$ cat config.mk
export PLATFORM = sky130hd
export DESIGN_NAME = obstacle_detector_flat
export DESIGN_NICKNAME = d
export VERILOG_FILES = /design/src/rtl/obstacle_detector_if.sv /design/src/rtl/obstacle_detector.sv /design/src/flat_wrapper.sv
export SDC_FILE = /design/constraint.sdc
export NUM_CORES = 1
export LEC_CHECK = 0
export CORE_ASPECT_RATIO = 1.25
export CORE_MARGIN = 2
export CORE_UTILIZATION = 55
export DETAILED_ROUTE_END_ITERATION = 8
export GPL_TIMING_DRIVEN = 0
export PLACE_DENSITY = 0.86
export SYNTH_ARGS = -nofsm -noshare
export SYNTH_HDL_FRONTEND = slang
export SYNTH_SLANG_ARGS = --single-unit
$ cat constraint.sdc
create_clock -name OBSTACLE_DETECTOR_CLOCK_50 -period 4.2 [get_ports OBSTACLE_DETECTOR_CLOCK_50]
set_clock_uncertainty 0.2 [all_clocks]
set_input_delay 0.42 -clock OBSTACLE_DETECTOR_CLOCK_50 [delete_from_list [all_inputs] [get_ports OBSTACLE_DETECTOR_CLOCK_50]]
set_output_delay 0.42 -clock OBSTACLE_DETECTOR_CLOCK_50 [all_outputs]
set_load 0.01 [all_outputs]
$ cat src/rtl/obstacle_detector_if.sv
// Distance-in / average-and-flag-out bundle between the reader consumer and its host.
// The slave side is the obstacle detector; the master side drives the raw distance word.
interface obstacle_detector_if #(
    parameter int N_WIDTH = 17
);
    logic [N_WIDTH-1:0] OBSTACLE_DETECTOR_DISTANCE_InBus;
    logic [N_WIDTH-1:0] OBSTACLE_DETECTOR_AVG_OutBus;
    logic               OBSTACLE_DETECTOR_AVG_VALID_Out;
    logic               OBSTACLE_DETECTOR_OBSTACLE_Out;
    logic               OBSTACLE_DETECTOR_TIMEOUT_Out;

    modport master (
        output OBSTACLE_DETECTOR_DISTANCE_InBus,
        input  OBSTACLE_DETECTOR_AVG_OutBus,
        input  OBSTACLE_DETECTOR_AVG_VALID_Out,
        input  OBSTACLE_DETECTOR_OBSTACLE_Out,
        input  OBSTACLE_DETECTOR_TIMEOUT_Out
    );

    modport slave (
        input  OBSTACLE_DETECTOR_DISTANCE_InBus,
        output OBSTACLE_DETECTOR_AVG_OutBus,
        output OBSTACLE_DETECTOR_AVG_VALID_Out,
        output OBSTACLE_DETECTOR_OBSTACLE_Out,
        output OBSTACLE_DETECTOR_TIMEOUT_Out
    );
endinterface

$ cat src/rtl/obstacle_detector.sv
// Captures each completed HC-SR04 echo count on its falling edge, keeps a 4-sample moving average
// and drives a debounced, hysteretic obstacle flag; a silent sensor is treated as max distance.
module obstacle_detector #(
    parameter int                 N_WIDTH        = 17,
    parameter int                 Q_WIDTH        = 8,
    parameter logic [N_WIDTH-1:0] NEAR_THRESH    = 17'd5120,
    parameter logic [N_WIDTH-1:0] FAR_THRESH     = 17'd6400,
    parameter int                 CONFIRM        = 3,
    parameter int                 TIMEOUT_CYCLES = 600000
) (
    input  logic                OBSTACLE_DETECTOR_CLOCK_50,
    input  logic                OBSTACLE_DETECTOR_RESET_InHigh,
    obstacle_detector_if.slave  bus
);
    localparam int                 TW           = (TIMEOUT_CYCLES > 1) ? $clog2(TIMEOUT_CYCLES) : 1;
    localparam logic [TW-1:0]      TIMEOUT_LAST = TW'(TIMEOUT_CYCLES - 1);
    localparam logic [3:0]         CONFIRM_W    = 4'(CONFIRM);
    localparam logic [N_WIDTH-1:0] ALL_ONES     = {N_WIDTH{1'b1}};
    localparam logic [N_WIDTH-1:0] ZERO         = {N_WIDTH{1'b0}};

    if ((Q_WIDTH > N_WIDTH) || (NEAR_THRESH >= FAR_THRESH) || (CONFIRM < 1) || (CONFIRM > 15)) begin : g_bad_params
        $error("obstacle_detector: inconsistent parameters");
    end

    typedef enum logic [1:0] {
        ST_CLEAR     = 2'd0,
        ST_ARMING    = 2'd1,
        ST_OBSTACLE  = 2'd2,
        ST_RELEASING = 2'd3
    } state_t;

    logic               clk;
    logic               rst;
    logic [N_WIDTH-1:0] dist_s;

    logic [N_WIDTH-1:0] prev_r;
    logic [N_WIDTH-1:0] smp0_r, smp1_r, smp2_r, smp3_r;
    logic [2:0]         fill_r;
    logic [TW-1:0]      tmo_cnt_r;
    logic               push_d_r;
    logic [N_WIDTH-1:0] avg_r;
    logic               avg_valid_r;
    logic               timeout_r;
    logic               obstacle_r;
    state_t             state_r, state_s;
    logic [3:0]         confirm_r, confirm_s;

    logic               drop_s, tmo_s, push_s;
    logic [N_WIDTH-1:0] sample_s;
    logic [N_WIDTH+1:0] sum_s;
    logic               near_s, far_s, obstacle_s;

    assign clk    = OBSTACLE_DETECTOR_CLOCK_50;
    assign rst    = OBSTACLE_DETECTOR_RESET_InHigh;
    assign dist_s = bus.OBSTACLE_DETECTOR_DISTANCE_InBus;

    assign bus.OBSTACLE_DETECTOR_AVG_OutBus    = avg_r;
    assign bus.OBSTACLE_DETECTOR_AVG_VALID_Out = avg_valid_r;
    assign bus.OBSTACLE_DETECTOR_OBSTACLE_Out  = obstacle_r;
    assign bus.OBSTACLE_DETECTOR_TIMEOUT_Out   = timeout_r;

    // Measurement-end detection, timeout injection and 4-sample sum; a real drop beats a same-cycle timeout.
    always_comb begin
        drop_s   = (dist_s < prev_r) && (prev_r != ZERO);
        tmo_s    = !drop_s && (tmo_cnt_r == TIMEOUT_LAST);
        push_s   = drop_s || tmo_s;
        sample_s = drop_s ? prev_r : ALL_ONES;
        sum_s    = {2'b00, smp0_r} + {2'b00, smp1_r} + {2'b00, smp2_r} + {2'b00, smp3_r};
    end

    // Sample capture: previous-value tracking, shift register, fill level and silence timer.
    always_ff @(posedge clk) begin
        if (rst) begin
            prev_r    <= ZERO;
            smp0_r    <= ZERO;
            smp1_r    <= ZERO;
            smp2_r    <= ZERO;
            smp3_r    <= ZERO;
            fill_r    <= 3'd0;
            tmo_cnt_r <= {TW{1'b0}};
            push_d_r  <= 1'b0;
            timeout_r <= 1'b0;
        end else begin
            prev_r   <= dist_s;
            push_d_r <= push_s;
            if (push_s) begin
                smp0_r    <= sample_s;
                smp1_r    <= smp0_r;
                smp2_r    <= smp1_r;
                smp3_r    <= smp2_r;
                fill_r    <= (fill_r == 3'd4) ? 3'd4 : fill_r + 3'd1;
                tmo_cnt_r <= {TW{1'b0}};
                timeout_r <= tmo_s;
            end else begin
                tmo_cnt_r <= tmo_cnt_r + {{(TW-1){1'b0}}, 1'b1};
            end
        end
    end

    // Moving average register, refreshed one edge after every push; valid only once the window is full.
    always_ff @(posedge clk) begin
        if (rst) begin
            avg_r       <= ZERO;
            avg_valid_r <= 1'b0;
        end else begin
            avg_valid_r <= push_d_r && (fill_r == 3'd4);
            if (push_d_r) begin
                avg_r <= sum_s[N_WIDTH+1:2];
            end
        end
    end

    // Hysteresis/debounce next-state logic; equality with either threshold never qualifies.
    always_comb begin
        state_s    = state_r;
        confirm_s  = confirm_r;
        near_s     = (avg_r < NEAR_THRESH);
        far_s      = (avg_r > FAR_THRESH);
        if (avg_valid_r) begin
            case (state_r)
                ST_CLEAR: begin
                    if (near_s) begin
                        confirm_s = 4'd1;
                        state_s   = (CONFIRM_W == 4'd1) ? ST_OBSTACLE : ST_ARMING;
                    end else begin
                        confirm_s = 4'd0;
                    end
                end
                ST_ARMING: begin
                    if (near_s) begin
                        if ((confirm_r + 4'd1) == CONFIRM_W) begin
                            state_s   = ST_OBSTACLE;
                            confirm_s = 4'd0;
                        end else begin
                            confirm_s = confirm_r + 4'd1;
                        end
                    end else begin
                        state_s   = ST_CLEAR;
                        confirm_s = 4'd0;
                    end
                end
                ST_OBSTACLE: begin
                    if (far_s) begin
                        confirm_s = 4'd1;
                        state_s   = (CONFIRM_W == 4'd1) ? ST_CLEAR : ST_RELEASING;
                    end else begin
                        confirm_s = 4'd0;
                    end
                end
                ST_RELEASING: begin
                    if (far_s) begin
                        if ((confirm_r + 4'd1) == CONFIRM_W) begin
                            state_s   = ST_CLEAR;
                            confirm_s = 4'd0;
                        end else begin
                            confirm_s = confirm_r + 4'd1;
                        end
                    end else begin
                        state_s   = ST_OBSTACLE;
                        confirm_s = 4'd0;
                    end
                end
                default: begin
                    state_s   = ST_CLEAR;
                    confirm_s = 4'd0;
                end
            endcase
        end else begin
            state_s   = state_r;
            confirm_s = confirm_r;
        end
        obstacle_s = (state_s == ST_OBSTACLE) || (state_s == ST_RELEASING);
    end

    // State, confirm count and flag registers; the flag is registered from the next state so it moves with it.
    always_ff @(posedge clk) begin
        if (rst) begin
            state_r    <= ST_CLEAR;
            confirm_r  <= 4'd0;
            obstacle_r <= 1'b0;
        end else begin
            state_r    <= state_s;
            confirm_r  <= confirm_s;
            obstacle_r <= obstacle_s;
        end
    end
endmodule

$ cat src/flat_wrapper.sv
// flat-port wrapper written by rule: the top's interface ports become plain ports
module obstacle_detector_flat 
#(
    parameter int                 N_WIDTH        = 17,
    parameter int                 Q_WIDTH        = 8,
    parameter logic [N_WIDTH-1:0] NEAR_THRESH    = 17'd5120,
    parameter logic [N_WIDTH-1:0] FAR_THRESH     = 17'd6400,
    parameter int                 CONFIRM        = 3,
    parameter int                 TIMEOUT_CYCLES = 600000
)
  (OBSTACLE_DETECTOR_CLOCK_50, OBSTACLE_DETECTOR_RESET_InHigh, bus_OBSTACLE_DETECTOR_DISTANCE_InBus, bus_OBSTACLE_DETECTOR_AVG_OutBus, bus_OBSTACLE_DETECTOR_AVG_VALID_Out, bus_OBSTACLE_DETECTOR_OBSTACLE_Out, bus_OBSTACLE_DETECTOR_TIMEOUT_Out);
  obstacle_detector_if #(.N_WIDTH(N_WIDTH)) bus_i ();
  input  logic OBSTACLE_DETECTOR_CLOCK_50;
  input  logic OBSTACLE_DETECTOR_RESET_InHigh;
  input wire logic [$bits(bus_i.OBSTACLE_DETECTOR_DISTANCE_InBus)-1:0] bus_OBSTACLE_DETECTOR_DISTANCE_InBus;
  output wire logic [$bits(bus_i.OBSTACLE_DETECTOR_AVG_OutBus)-1:0] bus_OBSTACLE_DETECTOR_AVG_OutBus;
  output wire logic [$bits(bus_i.OBSTACLE_DETECTOR_AVG_VALID_Out)-1:0] bus_OBSTACLE_DETECTOR_AVG_VALID_Out;
  output wire logic [$bits(bus_i.OBSTACLE_DETECTOR_OBSTACLE_Out)-1:0] bus_OBSTACLE_DETECTOR_OBSTACLE_Out;
  output wire logic [$bits(bus_i.OBSTACLE_DETECTOR_TIMEOUT_Out)-1:0] bus_OBSTACLE_DETECTOR_TIMEOUT_Out;
  assign bus_i.OBSTACLE_DETECTOR_DISTANCE_InBus = bus_OBSTACLE_DETECTOR_DISTANCE_InBus;
  assign bus_OBSTACLE_DETECTOR_AVG_OutBus = bus_i.OBSTACLE_DETECTOR_AVG_OutBus;
  assign bus_OBSTACLE_DETECTOR_AVG_VALID_Out = bus_i.OBSTACLE_DETECTOR_AVG_VALID_Out;
  assign bus_OBSTACLE_DETECTOR_OBSTACLE_Out = bus_i.OBSTACLE_DETECTOR_OBSTACLE_Out;
  assign bus_OBSTACLE_DETECTOR_TIMEOUT_Out = bus_i.OBSTACLE_DETECTOR_TIMEOUT_Out;
  obstacle_detector #(.N_WIDTH(N_WIDTH), .Q_WIDTH(Q_WIDTH), .NEAR_THRESH(NEAR_THRESH), .FAR_THRESH(FAR_THRESH), .CONFIRM(CONFIRM), .TIMEOUT_CYCLES(TIMEOUT_CYCLES)) u_core (.OBSTACLE_DETECTOR_CLOCK_50(OBSTACLE_DETECTOR_CLOCK_50), .OBSTACLE_DETECTOR_RESET_InHigh(OBSTACLE_DETECTOR_RESET_InHigh), .bus(bus_i));
endmodule
=== Word-level counts from Yosys, hierarchy flattened ===
Cells that the tools add are included.

* Add/sub/neg operators: 6
* $lt $le $gt $ge: 3
* Equal/unequal tests: 8
* Multiplexer cells: 16
* Reduce and logical (&&, ||, !) cells: 9

{| class="wikitable"
|+ Operators with widths
! operator !! count
|-
| $add A19 B17 Y19 || 2
|-
| $add A20 B1 Y20 const B || 1
|-
| $eq A20 B20 Y1 const B || 1
|-
| $add A17 B17 Y18 || 1
|-
| $gt A17 B13 Y1 const B || 1
|-
| $lt A17 B13 Y1 const B || 1
|-
| $lt A17 B17 Y1 || 1
|-
| $mux W17 || 1
|-
| $reduce_bool A17 Y1 || 1
|-
| $pmux W4 S4 || 1
|-
| $mux W2 || 7
|-
| $mux W4 || 3
|-
| $eq A2 B2 Y1 const B || 4
|-
| $pmux W2 S4 || 1
|-
| $add A4 B1 Y4 const B || 1
|-
| $eq A4 B2 Y1 const B || 1
|-
| $add A3 B1 Y3 const B || 1
|-
| $eq A3 B3 Y1 const B || 1
|-
| $logic_and A1 B1 Y1 || 3
|-
| $mux W3 || 1
|-
| $eq A2 B1 Y1 const B || 1
|-
| $logic_not A2 Y1 || 1
|-
| $logic_or A1 B1 Y1 || 2
|-
| $mux W1 || 2
|-
| 2 further kinds || 2
|}

* Register bits: 135
* Input port bits: 19
* Output and inout port bits: 20
* Word-level logic and storage cells: 56

=== Longest topological paths before layout ===
* Depth in word-level cells: 8
* Mapped depth: 17
* Depth with buffers taken out: 17

=== Least setup slack after synthesis ===
No wires, ideal clock.

* Path kind: flip-flop to flip-flop
* Start: register u_core.smp1_r[0]
* End: register u_core.avg_r[15] (netlist: u_core.bus.OBSTACLE_DETECTOR_AVG_OutBus[15])
* Library setup time: 0.131 ns
* Arrival time: 4.241 ns
* Required time: 3.869 ns
* Path slack: -0.373 ns
* Stages on the path, launching flop included: 17
* Path buffers: 0
* Period minus slack after synthesis: 4.573 ns
* Cells stage by stage: dfxtp_1 -> ha_1 -> fa_1 -> a21o_1 -> a21oi_1 -> a21boi_0 -> o21ai_0 -> or4b_1 -> o311a_1 -> fa_1 -> inv_1 -> ha_1 -> a21o_1 -> a211o_1 -> or3b_2 -> a211oi_1 -> a311oi_1

* Word-level cells in the longest chain between the ends: 3

{| class="wikitable"
|+ Ends and longest elaborated chain
! element !! RTL line !! RTL
|-
| start, declared || obstacle_detector.sv:37 || <nowiki>logic [N_WIDTH-1:0] smp0_r, smp1_r, smp2_r, smp3_r;</nowiki>
|-
| start signal, assigned || obstacle_detector.sv:88 || <nowiki>smp1_r <= smp0_r;</nowiki>
|-
| $add A17 B17 Y18 || obstacle_detector.sv:68 || <nowiki>sum_s = {2'b00, smp0_r} + {2'b00, smp1_r} + {2'b00, smp2_r} + {2'b00, smp3_r};</nowiki>
|-
| $add A19 B17 Y19 (2 in series) || obstacle_detector.sv:68 ||
|-
| end signal, assigned || obstacle_detector.sv:108 || <nowiki>avg_r <= sum_s[N_WIDTH+1:2];</nowiki>
|-
| end, declared || obstacle_detector.sv:41 || <nowiki>logic [N_WIDTH-1:0] avg_r;</nowiki>
|}

Every way passes these cells.
A chain may end at the register's enable or synchronous reset.

=== Final worst setup path ===
* Start: register u_core.smp0_r[0]
* End: register u_core.avg_r[15] (netlist: u_core.bus.OBSTACLE_DETECTOR_AVG_OutBus[15])

* Word-level cells in the longest chain between the ends: 3

{| class="wikitable"
|+ Ends and longest elaborated chain
! element !! RTL line !! RTL
|-
| start, declared || obstacle_detector.sv:37 ||
|-
| start signal, assigned || obstacle_detector.sv:87 || <nowiki>smp0_r <= sample_s;</nowiki>
|-
| $add A17 B17 Y18 || obstacle_detector.sv:68 ||
|-
| $add A19 B17 Y19 (2 in series) || obstacle_detector.sv:68 ||
|}

Every way passes these cells.

==> flow_summary.toml <==
[routing]
via_count = 7171
drtIter0Drc = 612
wl_per_cell_um = 16.9
dr.pass1.iters = 6
drt-total-wl_um = 20200
drc_errors = 0
vias_per_cell = 5.98
drtAntennaViolNets = 0

[layout]
multi_input_area_mm2 = 0.00476
final_cells = 1199
final_cell_mix = "dfxtp_1, inv_1, a21oi_1"
synthToLayoutAreaGrowth_pct = 20.0
antenna_cells = 0
drive_gt1_share_pct = 12.3
regArea_mm2 = 0.00271
final_nets = 1104
final_common_cell = "dfxtp_1"
final_core_util_pct = 68.0
fillCellCount = 1067

[sta]
slew_headroom_pct = 48.7
worst_pin_slew_ps = 770
setup_ws_ps = -230
max_freq_ghz = 0.226
holdWs_ps = 264
rsz0062_at_grt = "yes"
setup_viol = 7
fin_crit_sh_pct = 105
fin_crit_ps = 4430
final_hold_viol_count = 0
final-max-slew-violation-count = 0

[status]
status = "finished with violations"
violations = "negative setup slack"

[power_and_ir_drop]
switchingPower_mw = 1.04
p_sw_share_pct = 27.6
pwr-share-comb_pct = 18.9
power_frac_clock_pct = 44.1
p_int_mw = 2.74
ir_drop_uv = 268
p_leak_nw = 3.66
p_per_area_mw_per_mm2 = 400
power_frac_seq_pct = 37.0

[clocking]
numCtsBuffers = 17
clk_latency_ps = 420
cts_sinks = 135
clk_pin_slew_ps = 60
ctsRootBufferMaster = "clkbuf_16"
clockBufferDepth = 2
cts_tree = "built"
cts_max_level = 4

[critical_path]
end_kind = "flop"
critPathArrivalTime_ps = 4520
cp_top_family = "compound AO/OA/AOI/OAI gates"
path_cells = "ha_4 > fa_2 > a21o_1 > a21oi_2 > a21boi_2 > o21ai_2 > or4b_1 > o311a_1 > fa_1 > inv_2 > ha_4 > a21o_1 > a211o_1 > or3b_4 > a211oi_2 > a311oi_2"
crit_buf_inv = 1
cp_slowest_cell = "fa_1"
cp_max_fo = 3
cp.required_ps = 4290
worst-setup-path-type = "flop to flop"
crit_path_max_incr_delay_ps = 500
cp-start-kind = "flop"

[yosys]
yosys-top-cells-area = "dfxtp_1, ha_1, a21oi_1"
synth.distinct_cells = 73
syn_nets = 1035
yosys_warnings = 0
synth_ff_type = "dfxtp_1"
synth-seq-area-share_pct = 34.2
synth_area_mm2 = 0.00789
ys_ff_latch = 135
yosysTopAreaCell = "dfxtp_1"
synth_edf_count = 0
synth_cells = 943
synth_top_cell_area_share_pct = 34.2
async_reset_ff_share_pct = 0
synth_area_per_cell_um2 = 8.37

[global_route]
grt_antenna_before_repair = 0
grtUsageTotal_pct = 26.4
grt_pass1_vias = 6894
grt_max_degree = 17
grt_first_pass_wirelength_um = 32200
overflow = 0

[placed_design]
preCtsSetupSlack_ps = -414
dp_cells = 1156
io_buffer_count = 38
place.gp.congestion = 0.899
place_hpwl_um = 14100

[die]
core_area_mm2 = 0.0139
die_h_um = 138
die_w_um = 111
start_util_pct = 56.7
die_area_mm2 = 0.0153
io_pins = 39
core.rowCount = 48

[worst_hold_path]
hp-class = "flop to flop"

[run]
cap_viol_max_count = 0
## through the flow
step | instance area [um2] | setup TNS [ps] | power (mW)
floorplan | 7920 | 0 | 1.87
detailed placement | 8520 | -1730 | 2.06
CTS | 9370 | -217 | 3.76
global placement | 8520 | -1500 | 2.04
finish | 9470 | -957 | 3.79
global route | 9470 | -1650 | 3.93
## path summary, 6_finish.rpt
path                            cells after the start                     startpoint  slack [ps]                                                        to
worst max-delay path                               16  u_core.smp0_r[0]$_SDFFE_PP0P_        -230  u_core.bus.OBSTACLE_DETECTOR_AVG_OutBus[15]$_SDFFE_PP0P_
worst min-delay path                                2  u_core.smp3_r[8]$_SDFFE_PP0P_         260                             u_core.smp3_r[8]$_SDFFE_PP0P_
worst max register to register                     16  u_core.smp0_r[0]$_SDFFE_PP0P_        -230  u_core.bus.OBSTACLE_DETECTOR_AVG_OutBus[15]$_SDFFE_PP0P_
worst min register to register                      2  u_core.smp3_r[8]$_SDFFE_PP0P_         260                             u_core.smp3_r[8]$_SDFFE_PP0P_
## cell families after synthesis
family	synth area share, %
muxes	0.761
and+or+nand+nor	19.6
adders and majority gates	13.3
buffers and inverters	8.35
xor gates and xnor gates	3.99
AOI/OAI and AO/OA	19.8
DFF	34.2
## power groups by stage
stage	Sequential (mW)	Combinational (mW)	Clock, mW
3_3_place_gp	1.42	0.619	0
3_5_place_dp	1.42	0.634	0
4_1_cts	1.40	0.682	1.68
5_1_grt	1.41	0.785	1.74
6_report	1.40	0.717	1.67
2_1_floorplan	1.41	0.459	0
## Yosys cell counts, drive strengths merged (3+ instances only)
library cell / n
dfxtp: 135
or3: 9
or2: 3
a211oi: 25
buf: 22
xnor2: 20
nand4: 15
a21o: 9
ha: 55
o22ai: 3
nor4: 6
a21oi: 90
nand2b: 8
xor2: 16
a21boi: 5
o211ai: 5
o21a: 3
a31oi: 4
nor2b: 23
a211o: 3
a221oi: 3
fa: 18
nand3: 74
o21ai: 72
mux2i: 6
inv: 98
and4: 5
nor3b: 3
o21bai: 4
or4: 6
nor2: 53
clkbuf: 27
nor3: 35
o41ai: 3
nand2: 43
## registers in the layout (all words and copies together) (netlist names)
register                                    cells
u_core.bus.OBSTACLE_DETECTOR_AVG_OutBus        17
u_core.bus.OBSTACLE_DETECTOR_AVG_VALID_Out      1
u_core.bus.OBSTACLE_DETECTOR_OBSTACLE_Out       1
u_core.bus.OBSTACLE_DETECTOR_TIMEOUT_Out        1
u_core.confirm_r                                4
u_core.fill_r                                   3
u_core.prev_r                                  17
u_core.push_d_r                                 1
u_core.smp0_r                                  17
u_core.smp1_r                                  17
u_core.smp2_r                                  17
u_core.smp3_r                                  17
u_core.state_r                                  2
u_core.tmo_cnt_r                               20
## per-layer routing
metal	share of wire, %	GRT usage [%]
met1	40	28.4
met2	49	47.4
met3	5.5	6.25
met4	5.5	16.4
met5	0	0
## cell type report
cell class | count | share of cell area [%]
sequential | 135 | 28.6
timing repair buffer | 51 | 5.05
buffer | 48 | 3.00
inverter | 99 | 3.92
tap | 175 | 2.31
clock inverter | 14 | 2.44
multi-input combinational | 660 | 50.2
clock buffer | 17 | 4.49
## timing repair
| item | in CTS | in global routing |
|---|---|---|
| buffers inserted | 8 | 5 |
| endpoints found under the setup margin | 7 | 8 |
| pin swaps | 18 | 8 |
| gates resized for setup | 25 | 13 |
| hold buffers | 0 | 0 |
## worst reg2reg max path, delay by kind of cell (launching register included)
family	cells	cell delay [ps]
and+or+nand+nor	2	840
buffers and inverters	1	40
adders and majority gates	4	1230
AOI/OAI and AO/OA	9	1590
DFF	1	370
Note: power is estimated with default switching activity, not from simulation.
